[src/rtl/mips_cpu_pkg.sv]
// mips_cpu_pkg
// Shared types for the register-file write side of the MIPS core.
//   wb_entry_t : one pending register-file write (valid, destination, data)
//   REG_ZERO   : architectural $0, which is never actually written
package mips_cpu_pkg;

   typedef struct packed {
      logic        valid;
      logic [4:0]  rd;
      logic [31:0] data;
   } wb_entry_t;

   localparam logic [4:0] REG_ZERO = 5'd0;

endpackage

[src/rtl/mips_cpu_wb_fifo.sv]
// mips_cpu_wb_fifo
// Circular buffer that holds long-latency (load / mul-div) results while the
// ALU owns the register-file write port.
// Ports:
//   clk, reset_n             clock, asynchronous active-low reset
//   push, push_entry         enqueue one entry at the tail
//   pop, head_entry          dequeue the oldest entry (head_entry is its content)
//   full, empty              occupancy flags from the registered count
//   kill_en, kill_rd         clear the valid bit of every stored entry with rd==kill_rd
//   query_a/b, match_a/b     an occupied, still-valid entry targets the queried register
module mips_cpu_wb_fifo
   import mips_cpu_pkg::*;
#(
   parameter int DEPTH = 4
) (
   input  logic       clk,
   input  logic       reset_n,
   input  logic       push,
   input  wb_entry_t  push_entry,
   input  logic       pop,
   output wb_entry_t  head_entry,
   output logic       full,
   output logic       empty,
   input  logic       kill_en,
   input  logic [4:0] kill_rd,
   input  logic [4:0] query_a,
   input  logic [4:0] query_b,
   output logic       match_a,
   output logic       match_b
);

   localparam int PTR_W = $clog2(DEPTH);

   wb_entry_t          mem [DEPTH];
   logic [PTR_W-1:0]   head;
   logic [PTR_W-1:0]   tail;
   logic [PTR_W:0]     count;
   logic [PTR_W-1:0]   slot;

   assign head_entry = mem[head];
   assign full       = (count == (PTR_W+1)'(DEPTH));
   assign empty      = (count == '0);

   // Storage and pointers. DEPTH is a power of two, so the pointers wrap by
   // plain overflow. The kill sweep runs before the push write, so an entry
   // arriving in the same cycle as a kill keeps its valid bit: it is the
   // logically later write and must not be discarded.
   always_ff @(posedge clk or negedge reset_n) begin
      if (!reset_n) begin
         for (int i = 0; i < DEPTH; i++) begin
            mem[i] <= '0;
         end
         head  <= '0;
         tail  <= '0;
         count <= '0;
      end else begin
         for (int i = 0; i < DEPTH; i++) begin
            if (kill_en && mem[i].valid && (mem[i].rd == kill_rd)) begin
               mem[i].valid <= 1'b0;
            end
         end
         if (push) begin
            mem[tail] <= push_entry;
            tail      <= tail + PTR_W'(1);
         end
         if (pop) begin
            head <= head + PTR_W'(1);
         end
         case ({push, pop})
            2'b10:   count <= count + (PTR_W+1)'(1);
            2'b01:   count <= count - (PTR_W+1)'(1);
            default: count <= count;
         endcase
      end
   end

   // Query matching walks the slots from head onward; only the first `count`
   // slots are occupied, because popped slots keep their stale contents.
   always_comb begin
      match_a = 1'b0;
      match_b = 1'b0;
      slot    = '0;
      for (int i = 0; i < DEPTH; i++) begin
         slot = head + PTR_W'(i);
         if (((PTR_W+1)'(i) < count) && mem[slot].valid) begin
            if (mem[slot].rd == query_a) match_a = 1'b1;
            if (mem[slot].rd == query_b) match_b = 1'b1;
         end
      end
   end

endmodule

[src/rtl/mips_cpu_writeback_arbiter.sv]
// mips_cpu_writeback_arbiter
// Merges the single-cycle ALU result path and the multi-cycle long path into
// the register file's single write port, buffering long results while the
// ALU is writing, and flags source registers with undelivered long writes.
// Ports:
//   clk, reset_n                         clock, asynchronous active-low reset
//   alu_valid, alu_rd, alu_data          ALU result (always taken, no backpressure)
//   long_valid, long_ready, long_rd,     long-path result, handshake valid&&ready
//   long_data
//   rs_query, rt_query                   decode-stage source registers
//   rs_pending, rt_pending               queried register has a long write in flight
//   WENREG, Rd, RdDATA                   registered register-file write port
module mips_cpu_writeback_arbiter
   import mips_cpu_pkg::*;
#(
   parameter int DEPTH = 4
) (
   input  logic        clk,
   input  logic        reset_n,
   input  logic        alu_valid,
   input  logic [4:0]  alu_rd,
   input  logic [31:0] alu_data,
   input  logic        long_valid,
   output logic        long_ready,
   input  logic [4:0]  long_rd,
   input  logic [31:0] long_data,
   input  logic [4:0]  rs_query,
   input  logic [4:0]  rt_query,
   output logic        rs_pending,
   output logic        rt_pending,
   output logic        WENREG,
   output logic [4:0]  Rd,
   output logic [31:0] RdDATA
);

   logic      full;
   logic      empty;
   logic      match_rs;
   logic      match_rt;
   logic      long_accept;
   logic      push;
   logic      pop;
   logic      from_long;
   wb_entry_t head_entry;
   wb_entry_t push_entry;

   // Ready comes from the registered count only, so a full buffer stays
   // closed for the pop cycle itself and reopens the cycle after.
   assign long_ready  = !full;
   assign long_accept = long_valid && long_ready;

   // The buffer drains whenever the ALU leaves the port free. A long result
   // is buffered unless it can bypass straight to the port (no ALU write,
   // nothing older queued); writes to $0 are accepted but never stored.
   assign pop        = !alu_valid && !empty;
   assign push       = long_accept && (long_rd != REG_ZERO) && (alu_valid || !empty);
   assign push_entry = '{valid: 1'b1, rd: long_rd, data: long_data};

   mips_cpu_wb_fifo #(
      .DEPTH (DEPTH)
   ) u_fifo (
      .clk        (clk),
      .reset_n    (reset_n),
      .push       (push),
      .push_entry (push_entry),
      .pop        (pop),
      .head_entry (head_entry),
      .full       (full),
      .empty      (empty),
      .kill_en    (alu_valid),
      .kill_rd    (alu_rd),
      .query_a    (rs_query),
      .query_b    (rt_query),
      .match_a    (match_rs),
      .match_b    (match_rt)
   );

   // Output register with fixed priority ALU > buffer head > bypass.
   // from_long remembers whether the value now on the port came from the
   // long path, because such a write still counts as pending for decode.
   always_ff @(posedge clk or negedge reset_n) begin
      if (!reset_n) begin
         WENREG    <= 1'b0;
         Rd        <= '0;
         RdDATA    <= '0;
         from_long <= 1'b0;
      end else if (alu_valid) begin
         WENREG    <= (alu_rd != REG_ZERO);
         Rd        <= alu_rd;
         RdDATA    <= alu_data;
         from_long <= 1'b0;
      end else if (!empty) begin
         WENREG    <= head_entry.valid && (head_entry.rd != REG_ZERO);
         Rd        <= head_entry.rd;
         RdDATA    <= head_entry.data;
         from_long <= 1'b1;
      end else if (long_accept) begin
         WENREG    <= (long_rd != REG_ZERO);
         Rd        <= long_rd;
         RdDATA    <= long_data;
         from_long <= 1'b1;
      end else begin
         WENREG    <= 1'b0;
         from_long <= 1'b0;
      end
   end

   // $0 is never pending; otherwise a queued valid entry or a long-path
   // write sitting on the port keeps the register pending.
   assign rs_pending = (rs_query != REG_ZERO) &&
                       (match_rs || (WENREG && from_long && (Rd == rs_query)));
   assign rt_pending = (rt_query != REG_ZERO) &&
                       (match_rt || (WENREG && from_long && (Rd == rt_query)));

endmodule
[config.mk]
export PLATFORM = sky130hd
export DESIGN_NAME = mips_cpu_writeback_arbiter
export DESIGN_NICKNAME = d
export VERILOG_FILES = /design/src/rtl/mips_cpu_pkg.sv /design/src/rtl/mips_cpu_wb_fifo.sv /design/src/rtl/mips_cpu_writeback_arbiter.sv
export SDC_FILE = /design/constraint.sdc
export NUM_CORES = 1
export LEC_CHECK = 0
export ABC_AREA = 1
export CAP_MARGIN = 20
export CORE_MARGIN = 2
export CORE_UTILIZATION = 45
export CTS_CLUSTER_DIAMETER = 80
export DETAILED_ROUTE_END_ITERATION = 7
export GPL_TIMING_DRIVEN = 0
export PLACE_DENSITY = 0.67
export REMOVE_ABC_BUFFERS = 1
export SLEW_MARGIN = 20
export SYNTH_ARGS = -nofsm -noshare
export SYNTH_HDL_FRONTEND = slang
export SYNTH_SLANG_ARGS = --single-unit
[constraint.sdc]
create_clock -name clk -period 2 [get_ports clk]
set_clock_uncertainty 0.05 [all_clocks]
set_input_delay 0.2 -clock clk [delete_from_list [all_inputs] [get_ports clk]]
set_output_delay 0.2 -clock clk [all_outputs]
set_load 0.05 [all_outputs]
# == Word-level counts from Yosys, hierarchy flattened ==
# Index checks and enable logic that the tools add are counted.
# op_classes
bitwise,5
n_addsub,6
n_reduce_logical,36
muxes,49
eq_ne,18
order_cmp,10
# op_table
op,n
2-to-1 mux 38 bit,9
binary-select mux 38 bit (select 2 bit),4
bitwise mux 152 bit,1
2-to-1 mux 152 bit,1
2-to-1 mux 32 bit,3
demux 38 bit (select 2 bit),1
equality test 5 bit,14
2-to-1 mux 1 bit,26
nonzero test 5 bit,5
logical AND 1 bit,23
">= comparator 3 bit, second input constant",5
2-to-1 mux 5 bit,3
NOT 2 -> 3 bit,5
"< comparator 1 x 3 -> 1 bit, first input constant",2
"< comparator 2 x 3 -> 1 bit, first input constant",2
case mux 3 bit (2 select lines),1
"adder 2 x 1 -> 2 bit, second input constant",2
"adder 2 bit, second input constant",2
"adder 3 x 1 -> 3 bit, second input constant",1
"equality test 3 bit, second input constant",1
logical NOT 1 bit,3
logical NOT 3 bit,1
logical OR 1 bit,3
"< comparator 3 x 1 -> 1 bit, second input constant",1
other kinds (5),5
# totals
output_inout_bits,41
register_bits,198
inputBits,88

# == Logic depth before layout (Yosys ltp) ==
# depth
ltp_word,15
mapped_depth,14
ltp_nobuf,12

# == Hierarchy ==
# From an unflattened synthesis, not the netlist that was laid out.
# hier_totals
cells_unflattened,1458
hier_area_um2,10854.2
# modules_own_cells
module,cells_per_inst,seq_area_each_um2,instances,area_each_um2
mips_cpu_wb_fifo,1134,3978.8,1,8558.2
mips_cpu_writeback_arbiter,324,975.9,1,2296.0

# == Worst setup path before layout ==
# Ideal clock, no wire load.
# synth_timing
path_kind,register to output
startpoint,register u_fifo.head[0]
endpoint,output rt_pending
path_slack_ns,-0.230
path_stages_with_launch,13
t_required_ns,1.750
arrival_ns,1.980
cell_sequence,dfrtp_1 > buf_6 > buf_6 > buf_4 > o21ai_1 > nand2_1 > o21ai_1 > nand3_1 > nor2_1 > nand3_1 > nand2_1 > nor2_1 > nor2_1
# synth_via
elab_chain_len,15
# synth_rtl
item,line_no,source
"start, declared",mips_cpu_wb_fifo.sv:35,logic [PTR_W-1:0] head;
"start signal, assigned",mips_cpu_wb_fifo.sv:67,head <= head + PTR_W'(1);
"parallel branches: the longest is 12 deep, another holds adder 2 x 1 -> 2 bit",--,
2-to-1 mux 1 bit (*),mips_cpu_wb_fifo.sv:85,if (((PTR_W+1)'(i) < count) && mem[slot].valid) begin
logical OR 1 bit (*),mips_cpu_writeback_arbiter.sv:113,(match_rt || (WENREG && from_long && (Rd == rt_query)));
logical AND 1 bit (*),mips_cpu_writeback_arbiter.sv:112,assign rt_pending = (rt_query != REG_ZERO) &&
"end, declared",mips_cpu_writeback_arbiter.sv:30,"output logic rt_pending,"
# Mark *: on every way between the ends. The select of a mux whose other input is x is not followed.

# == Worst setup path in the final report ==
# layout_timing
startpoint,register u_fifo.head[0]
endpoint,output rs_pending
# layout_via
elab_chain_len,15
# layout_rtl
item,line_no,source
"parallel branches: the longest is 12 deep, another holds adder 2 x 1 -> 2 bit",--,
2-to-1 mux 1 bit (*),mips_cpu_wb_fifo.sv:85,
logical OR 1 bit (*),mips_cpu_writeback_arbiter.sv:111,(match_rs || (WENREG && from_long && (Rd == rs_query)));
logical AND 1 bit (*),mips_cpu_writeback_arbiter.sv:110,assign rs_pending = (rs_query != REG_ZERO) &&
"end, declared",mips_cpu_writeback_arbiter.sv:29,"output logic rs_pending,"
# Marked as above.

==> impl_metrics.tcl <==
set metrics [dict create \
    status "finished, violations left" \
    violations "DRC, setup timing" \
    placed_area_sq_mm 0.0124 \
    cp-end-kind "primary output" \
    cap_viol_max_count 0 \
    critPathBufInv 4 \
    die_h_microns 159 \
    power.leakage_nw 7.95 \
    drive_above_1_share 0.342 \
    synth_common_cells "376 x nand2_1, 198 x dfrtp_1, 187 x inv_1, 142 x o21ai_0, 94 x nand3_1" \
    routedWlPerCell_microns 24.2 \
    cts_buffers 17 \
    tightest_slew_ns 0.850 \
    utilization 0.724 \
    synth_edf_count 0 \
    max_stage_delay_ns 0.53 \
    crit_family "simple AND/OR/NAND/NOR gates" \
    period_needed_ns 2.64 \
    io_pins 129 \
    clkSlewWorstSetupHoldPaths_ns 0.08 \
    swShare 0.492 \
    syn_inst 1437 \
    port_buffers 128 \
    r2r-start "u_fifo.count[1]" \
    p_sw_mw 14.6 \
    num_rows 56 \
    critPathRequiredTime_ns 1.75 \
    dp_slack_ns -2.37 \
    syn_area_sq_mm 0.0109 \
    floorplan.die_area_sq_mm 0.0254 \
    area_growth_pct 57.1 \
    grt_pass1_wl_microns 62700 \
    grt_max_degree 87 \
    rsz0062_at_grt "yes" \
    top_usage_layer "met2" \
    setup_viol 192 \
    worstRegToRegCells 15 \
    max-slew-margin-rel 0.433 \
    setup_tns_ns -42.73 \
    startpoint_type "register" \
    netlist.area_leader.share 0.457 \
    grt_pass1_vias 11300 \
    post-synth-top-count-cell "nand2_1" \
    dr.pass1.iters 8 \
    grt_use_total 0.315 \
    async_flop_share 1.00 \
    drc 3 \
    drt_iter0_markers 1725 \
    clockBufferDepth 2 \
    fmax_ghz 0.379 \
    gp_congestion 0.942 \
    antenna_found_initial 2 \
    tritoncts "yes" \
    critPathMostFrequentCell "nand3_2" \
    postRouteAntennaNets 0 \
    dr_total_vias 12300 \
    yosys_most_used_dff "dfrtp_1" \
    clock_latency_ns 0.44 \
    worstPathArrival_ns 2.39 \
    p_seq_frac 0.245 \
    start_util 0.461 \
    crit_path_max_fanout 6 \
    ys_ff_latch 198 \
    path_cells "buf_8, buf_6, nand2_8, nand2_8, nand2_4, nand3_2, nand2_2, nand2_2, inv_2, nand3_2, nand3_2, nor2_2, nor2_2, buf_6" \
    synthTopCellsByArea "dfrtp_1 46%, nand2_1 13%, o21ai_0 6.5%" \
    crit_type "register to primary output" \
    regToRegSetupSlack_ns -0.33 \
    htree_levels 4 \
    post_drt_via_cell_ratio 6.18 \
    slowest_stage "dfrtp_4" \
    synth_top_area_cell "dfrtp_1" \
    pwr_density_cell_mw_per_mm2 1740 \
    synth.avg_cell_area_sq_um 7.55 \
    hold_class "input port to async pin" \
    use_met2 0.510 \
    grt_util_met1 0.412 \
    antennaDiodeCount 0 \
    fin_ws_ns -0.637 \
    min_period_over_period 1.32 \
    fin_nets 1749 \
    vdd_ir_drop_max_mv 0.847 \
    yosysWarnings 0 \
    die_w_microns 159 \
    clock_sinks 198 \
    grt_remaining_overflow 0 \
    fill_cells 1612 \
    power_mw 29.6 \
    finalMaxSlewViolations 0 \
    cts_root_buf "clkbuf_16" \
    design_area_sq_mm 0.0171 \
    wl_microns 48100 \
    ys_types 34 \
    p_int_mw 15.0 \
    met3_usage 0.0555 \
    clock_power_share 0.122 \
    yosysSeqAreaShare 0.457 \
    hpwl_microns 21100 \
    combPwrFrac 0.633 \
    hold_viol 0 \
    core_area_sq_mm 0.0235 \
]
how the worst max path moves through the flow:
stage	startpoint	to	slack (ns)	cells past startpoint
final	u_fifo.head[0]	rs_pending	-0.64	14
after global placement	reset_n	RdDATA[22]	-7.81	1
after global routing	u_fifo.head[0]	rt_pending	-0.69	14
after detailed placement	u_fifo.head[0]	rt_pending	-2.37	13
after CTS	u_fifo.head[0]	rt_pending	-0.59	12
after floorplan	u_fifo.count[0]	Rd[0]	-1.94	10
cell usage in the layout (no fill, tap or decap), types with 9 or more instances in the layout:
| cell | n |
|---|---|
| a21oi_1 | 37 |
| a221oi_1 | 12 |
| a221oi_2 | 19 |
| a31oi_1 | 11 |
| buf_12 | 38 |
| buf_16 | 20 |
| buf_4 | 27 |
| buf_6 | 26 |
| buf_8 | 15 |
| clkbuf_16 | 30 |
| clkdlybuf4s50_1 | 121 |
| dfrtp_1 | 195 |
| inv_1 | 180 |
| nand2_1 | 209 |
| nand2_2 | 96 |
| nand2_4 | 77 |
| nand2_8 | 9 |
| nand3_1 | 72 |
| nand3_2 | 20 |
| nor2_1 | 40 |
| nor2_2 | 15 |
| nor2_4 | 27 |
| o21ai_0 | 55 |
| o21ai_1 | 56 |
| o21ai_2 | 99 |
| o22ai_1 | 75 |
layer usage:
metal | wire (microns) | share of wire
met4 | 3590 | 0.075
met3 | 5400 | 0.11
met1 | 17000 | 0.35
met2 | 22100 | 0.46
met5 | 13 | 0.00027
layout make-up:
cell class | count | area (sq um) | share of cell area
multi-input cells | 969 | 6510 | 0.382
flip-flops and latches | 198 | 4960 | 0.291
repair buffers | 266 | 3650 | 0.214
inverters | 192 | 792 | 0.0464
clock buffers | 18 | 429 | 0.0252
well taps | 319 | 399 | 0.0234
clock inverters | 14 | 179 | 0.0105
repair inverters | 8 | 133 | 0.00778
power by group through the flow:
stage	sequential, mW	clock, mW	combinational (mW)
global route	7.36	3.76	19.8
detailed placement	7.14	0	11.4
global placement	7.13	0	10.9
floorplan	8.20	0	6.49
finish	7.26	3.61	18.8
CTS	7.01	3.57	15.2
logic make-up after synthesis:
| logic type | count (synthesis) | synth area share |
|---|---|---|
| XOR/XNOR | 12 | 0.00968 |
| flip-flops | 198 | 0.457 |
| AO/OA/AOI/OAI | 372 | 0.197 |
| buffers and inverters | 279 | 0.114 |
| adder cells (fa/ha/maj) | 9 | 0.0104 |
| AND/OR/NAND/NOR | 567 | 0.212 |
through the flow:
stage / std cells / hold WS (ns)
3_5_place_dp: 1812 / 0.0247
2_1_floorplan: 1350 / -0.146
5_1_grt: 1984 / 0.158
6_report: 1984 / 0.145
3_3_place_gp: 1797 / 0.449
4_1_cts: 1952 / 0.146
timing repair:
action                                 4_1_cts  5_1_grt
setup endpoints to repair                  200      197
endpoints found under the hold margin      115        0
hold buffers                                 1        0
gates resized for setup                    242      484
gates cloned                                34       23
pin swaps                                   20       60
setup buffers                               75       31
(Power assumes the default switching activity.)
